--- src/rtl/spi_transfer_controller.sv ---
// Byte-level SPI mode-0 master sequencer that drives an external 8-bit shift register.
// Accepts a TX byte on valid/ready, clocks 8 bits out and in, then returns the received byte.
module spi_transfer_controller #(
  parameter int unsigned CLK_DIV = 2
) (
  input  logic       i_clk,
  input  logic       i_rst,
  input  logic       i_valid,
  input  logic [7:0] i_data,
  input  logic       i_lsb_first,
  output logic       o_ready,
  output logic       o_busy,
  output logic [7:0] o_rx_data,
  output logic       o_rx_valid,
  input  logic       i_miso,
  output logic       o_sclk,
  output logic       o_cs_n,
  output logic [1:0] o_sr_mode,
  output logic       o_sr_output_enable_n,
  output logic [7:0] o_sr_parallel,
  output logic       o_sr_serial,
  input  logic [7:0] i_sr_parallel
);

  typedef enum logic [2:0] {
    IDLE, LOAD, SETUP, HIGH, LOW, HOLD, READ
  } state_t;

  localparam logic [1:0] MODE_HOLD  = 2'b00;
  localparam logic [1:0] MODE_RIGHT = 2'b01;
  localparam logic [1:0] MODE_LEFT  = 2'b10;
  localparam logic [1:0] MODE_LOAD  = 2'b11;
  localparam logic [7:0] DIV_LAST   = 8'(CLK_DIV - 1);

  state_t     state_q, state_d;
  logic [7:0] div_cnt;
  logic [3:0] bit_cnt;
  logic       lsb_first_q;
  logic       div_last;
  logic       enter_high;
  logic       accept;
  logic       rx_done;
  logic [1:0] sr_mode_d;

  assign div_last   = (div_cnt == DIV_LAST);
  assign accept     = (state_q == IDLE) && i_valid;
  assign enter_high = (state_d == HIGH) && (state_q != HIGH);
  assign rx_done    = (state_q == READ) && (state_d == IDLE);

  always_comb begin
    // NOTE: default assigned first so every path drives state_d and no latch is inferred.
    state_d = state_q;
    case (state_q)
      IDLE:    if (i_valid) state_d = LOAD;
      LOAD:    state_d = SETUP;
      SETUP:   if (div_last) state_d = HIGH;
      HIGH:    if (div_last) state_d = (bit_cnt == 4'd7) ? HOLD : LOW;
      LOW:     if (div_last) state_d = HIGH;
      HOLD:    if (div_last) state_d = READ;
      READ:    if (div_cnt == 8'd1) state_d = IDLE;
      default: state_d = IDLE;
    endcase
  end

  // Exactly one shift pulse per bit, issued in the first cycle of each SCLK high phase.
  always_comb begin
    sr_mode_d = MODE_HOLD;
    if (state_d == LOAD)  sr_mode_d = MODE_LOAD;
    else if (enter_high)  sr_mode_d = lsb_first_q ? MODE_RIGHT : MODE_LEFT;
  end

  always_ff @(posedge i_clk or posedge i_rst) begin
    if (i_rst) begin
      state_q <= IDLE;
      div_cnt <= '0;
      bit_cnt <= '0;
    end else begin
      // NOTE: non-blocking assignments so every register samples pre-edge values.
      state_q <= state_d;
      div_cnt <= (state_d != state_q) ? 8'd0 : div_cnt + 8'd1;
      if (state_q == LOAD)
        bit_cnt <= '0;
      else if ((state_q == HIGH) && (state_d != HIGH))
        bit_cnt <= bit_cnt + 4'd1;
    end
  end

  // Outputs are registered from the next state so they line up with the state they describe.
  always_ff @(posedge i_clk or posedge i_rst) begin
    if (i_rst) begin
      lsb_first_q          <= 1'b0;
      o_ready              <= 1'b1;
      o_busy               <= 1'b0;
      o_sclk               <= 1'b0;
      o_cs_n               <= 1'b1;
      o_sr_mode            <= MODE_HOLD;
      o_sr_output_enable_n <= 1'b1;
      o_sr_parallel        <= '0;
      o_sr_serial          <= 1'b0;
      o_rx_data            <= '0;
      o_rx_valid           <= 1'b0;
    end else begin
      if (accept) begin
        o_sr_parallel <= i_data;
        lsb_first_q   <= i_lsb_first;
      end
      if (enter_high)
        o_sr_serial <= i_miso;
      o_ready              <= (state_d == IDLE);
      o_busy               <= (state_d != IDLE);
      o_sclk               <= (state_d == HIGH);
      o_cs_n               <= !(state_d inside {SETUP, HIGH, LOW, HOLD});
      o_sr_mode            <= sr_mode_d;
      o_sr_output_enable_n <= (state_d != READ);
      o_rx_valid           <= rx_done;
      if (rx_done)
        o_rx_data <= i_sr_parallel;
    end
  end

endmodule

--- config.mk ---
export PLATFORM = sky130hd
export DESIGN_NAME = spi_transfer_controller
export DESIGN_NICKNAME = d
export VERILOG_FILES = /design/src/rtl/spi_transfer_controller.sv
export SDC_FILE = /design/constraint.sdc
export NUM_CORES = 1
export LEC_CHECK = 0
export CAP_MARGIN = 0
export CORE_UTILIZATION = 30
export DETAILED_ROUTE_END_ITERATION = 7
export PLACE_DENSITY = 0.54
export SLEW_MARGIN = 40
export SYNTH_ARGS = -nofsm -noshare
export SYNTH_HDL_FRONTEND = slang
export SYNTH_SLANG_ARGS = --single-unit
--- constraint.sdc ---
create_clock -name i_clk -period 2.5 [get_ports i_clk]
set_input_delay 0.5 -clock i_clk [delete_from_list [all_inputs] [get_ports i_clk]]
set_output_delay 0.5 -clock i_clk [all_outputs]
set_load 0.01 [all_outputs]
==> results.toml <==
[outcome]
status = "finished clean"

[clock_network]
clk_path_buf_depth = 2
path_clk_slew_ps = 80
cts-buffers-inserted = 5
cts_tree = "done"
clk_latency_ps = 290
cts_resized = 0
ctsHtreeMaxLevel = 2
cts_setup_buffers = 0
holdBufCountCts = 0
cts_root_buffer = "clkbuf_8"
cts_sinks = 41

[layout]
seq_area_mm2 = 0.001030
areaGrowthSynthToFinish_pct = 33.20
multi_input_area_um2 = 817.0
diodes = 0
nets = 233
layout_common_cells = "clkdlybuf4s50_1 (45), dfrtp_1 (38), nor2_1 (14), nand3_1 (12), mux2_2 (10)"
fillers = 592
drive_above_1_share = 0.1952
layout_commonest_cell = "clkdlybuf4s50_1"

[sta]
max_freq_mhz = 462.2
finalHoldViolCount = 0
fin_crit_sh = 0.8654
worst_pin_slew_ps = 536.4
rsz0062_at_grt = "no"
finalSetupViolCount = 0
setup_slack_ps = 336.5
period_needed_ps = 2163
slew_viol_final = 0
fin_skew_ps = 10.01
fin_tns_setup_ps = 0
maxSlewHeadroom = 0.6424

[global_route]
antenna_found_initial = 0
grt_pass1_vias = 1306
track_usage = 0.1269
grt_max_degree = 42
gr-total-overflow = 0
grt_first_pass_wirelength_mm = 6.272

[floorplanning]
fp.dieW_um = 81.57
die_area_mm2 = 0.006654
start_util = 0.3152
dieHeight_um = 81.57
io_pins = 46
placementRows = 28
core_area_mm2 = 0.006026

[setup_path]
critPathCaptureType = "register"
critPathRequiredTime_ps = 2680
r2r_cells = 4
r2r-end = "o_rx_data[1]$_DFFE_PP0P_"
reg2reg_setup_slack_ps = 340
startpoint_type = "register"
cp.arrival_ps = 2340
reg2reg_from = "div_cnt[6]$_DFF_PP0_"
setup.worst_path.class = "reg2reg"
cp_max_fo = 9

[yosys]
ys_warn_count = 0
synth_top_cell_by_area = "dfrtp_1"
yosysSeqAreaShare = 0.5422
yosysUniqueCellTypes = 42
synth_seq_cells = 41
synth_top_area_share = 0.5007
syn_area_mm2 = 0.001899
syn_avg_cell_area_um2 = 11.80
synth_nets = 185
synthCells = 161
synth_area_leaders = "dfrtp_1 (50%), mux2_4 (6.3%), mux2_2 (5.9%)"

[placement]
dpl.hpwl_mm = 2.660
dp_slack_ps = 358.5
place_congestion = 0.7770
io_buffers = 45

[pwr]
leakagePower_uw = 0.001107
power_density_mw_per_mm2 = 1116
irDropWorstVdd_v = 0.0004713

[detailed_routing]
drt_first_iter_violations = 43
ant_nets = 0
post_drt_wl_per_cell_um = 13.29
drt-vias-per-instance = 4.667
drt-total-wl_mm = 3.789
num_vias = 1330
drc = 0
firstDrtPassIters = 4

[hold_path]
hold_class = "reg2reg"
hold_depth = 1
hp-start = "o_sr_parallel[3]$_DFFE_PP0P_"
worstHoldEndpoint = "o_sr_parallel[3]$_DFFE_PP0P_"

[job]
maxCapViolCount = 0
[final cells by class]
class                      count  area share
sequential                    41      0.4070
multi-input combinational    108      0.3229
timing repair buffer          49      0.1899
tap                           75     0.03709
clock buffer                   7     0.03412
inverter                       4    0.005935
clock inverter                 1    0.002967
[logic make-up (layout without fill, tap and decap cells)]
family          after synthesis  after routing  synth area share
mux                          19             19            0.1278
buf+inv                      12             61           0.02767
simple gates                 56             56            0.1680
xor+xnor                      7              7           0.03228
fa+ha+maj                     3              3           0.01976
compound gates               23             23           0.08235
flops                        41             41            0.5422
[layer usage]
metal,track usage,up-vias,routed length [µm]
li1,-,658,-
met1,0.1699,641,1974
met2,0.1958,26,1668
met3,0.03333,5,100
met4,0.04737,0,46
met5,0,-,0
[how the worst max path moves through the flow]
stage / slack [ps] / from / end
floorplan: 530 / div_cnt[1]$_DFF_PP0_ / o_rx_data[0]$_DFFE_PP0P_
global placement: 410 / div_cnt[7]$_DFF_PP0_ / o_rx_data[1]$_DFFE_PP0P_
detailed placement: 360 / div_cnt[7]$_DFF_PP0_ / o_rx_data[3]$_DFFE_PP0P_
CTS: 340 / div_cnt[6]$_DFF_PP0_ / o_rx_data[3]$_DFFE_PP0P_
global route: 250 / div_cnt[6]$_DFF_PP0_ / o_rx_data[3]$_DFFE_PP0P_
finish: 340 / div_cnt[6]$_DFF_PP0_ / o_rx_data[1]$_DFFE_PP0P_
[report_power, final]
group | total (µW) | internal, µW | leakage [µW] | switching (µW)
registers | 1120 | 907 | 0.000504 | 211
logic | 1260 | 692 | 0.000559 | 566
clock network | 446 | 224 | 0.0000445 | 222
[registers in the layout, summed over array words and instances, names as in the netlist]
signal / count
o_cs_n: 1
o_busy: 1
o_ready: 1
bit_cnt: 4
o_sr_parallel: 8
o_sr_output_enable_n: 1
o_rx_data: 8
o_sr_serial: 1
o_rx_valid: 1
lsb_first_q: 1
o_sclk: 1
o_sr_mode: 2
div_cnt: 8
state_q: 3
[cells in the mapped netlist, drive strengths merged]
cell,number
ha,3
clkbuf,7
nor4,2
a22o,1
or2,1
nand2b,2
o211ai,3
inv,4
buf,1
a32o,1
nand4b,1
or3b,1
a21oi,7
mux2,18
o221ai,1
nand3,12
o21ai,4
dfrtp,38
nand2,9
a21o,2
dfstp,3
nor2,14
mux2i,1
a211oi,1
or4,1
xor2,5
o2bb2a,1
a211o,2
nand4,1
xnor2,2
or3,1
and3,4
and2,1
nor2b,3
nor3b,2
nand3b,1
[per-stage QoR]
stage          hold WS (ps)  instances  cell area [µm²]  total power (µW)  utilization
2_1_floorplan         462.5        161             1899              1845            -
3_3_place_gp          489.4        277             2436              2386       0.4043
3_5_place_dp          490.6        277             2436              2397       0.4043
4_1_cts               513.4        285             2530              2854       0.4199
5_1_grt               528.7        285             2530              3033       0.4199
6_report              509.7        285             2530              2823       0.4199
[worst max-delay path, stage by stage (launching register included)]
cell,delay [ps]
dfrtp_1,440
nor4_4,470
nand2_4,160
or3_1,610
mux2_4,380
Power figures use the tool's default switching activity.
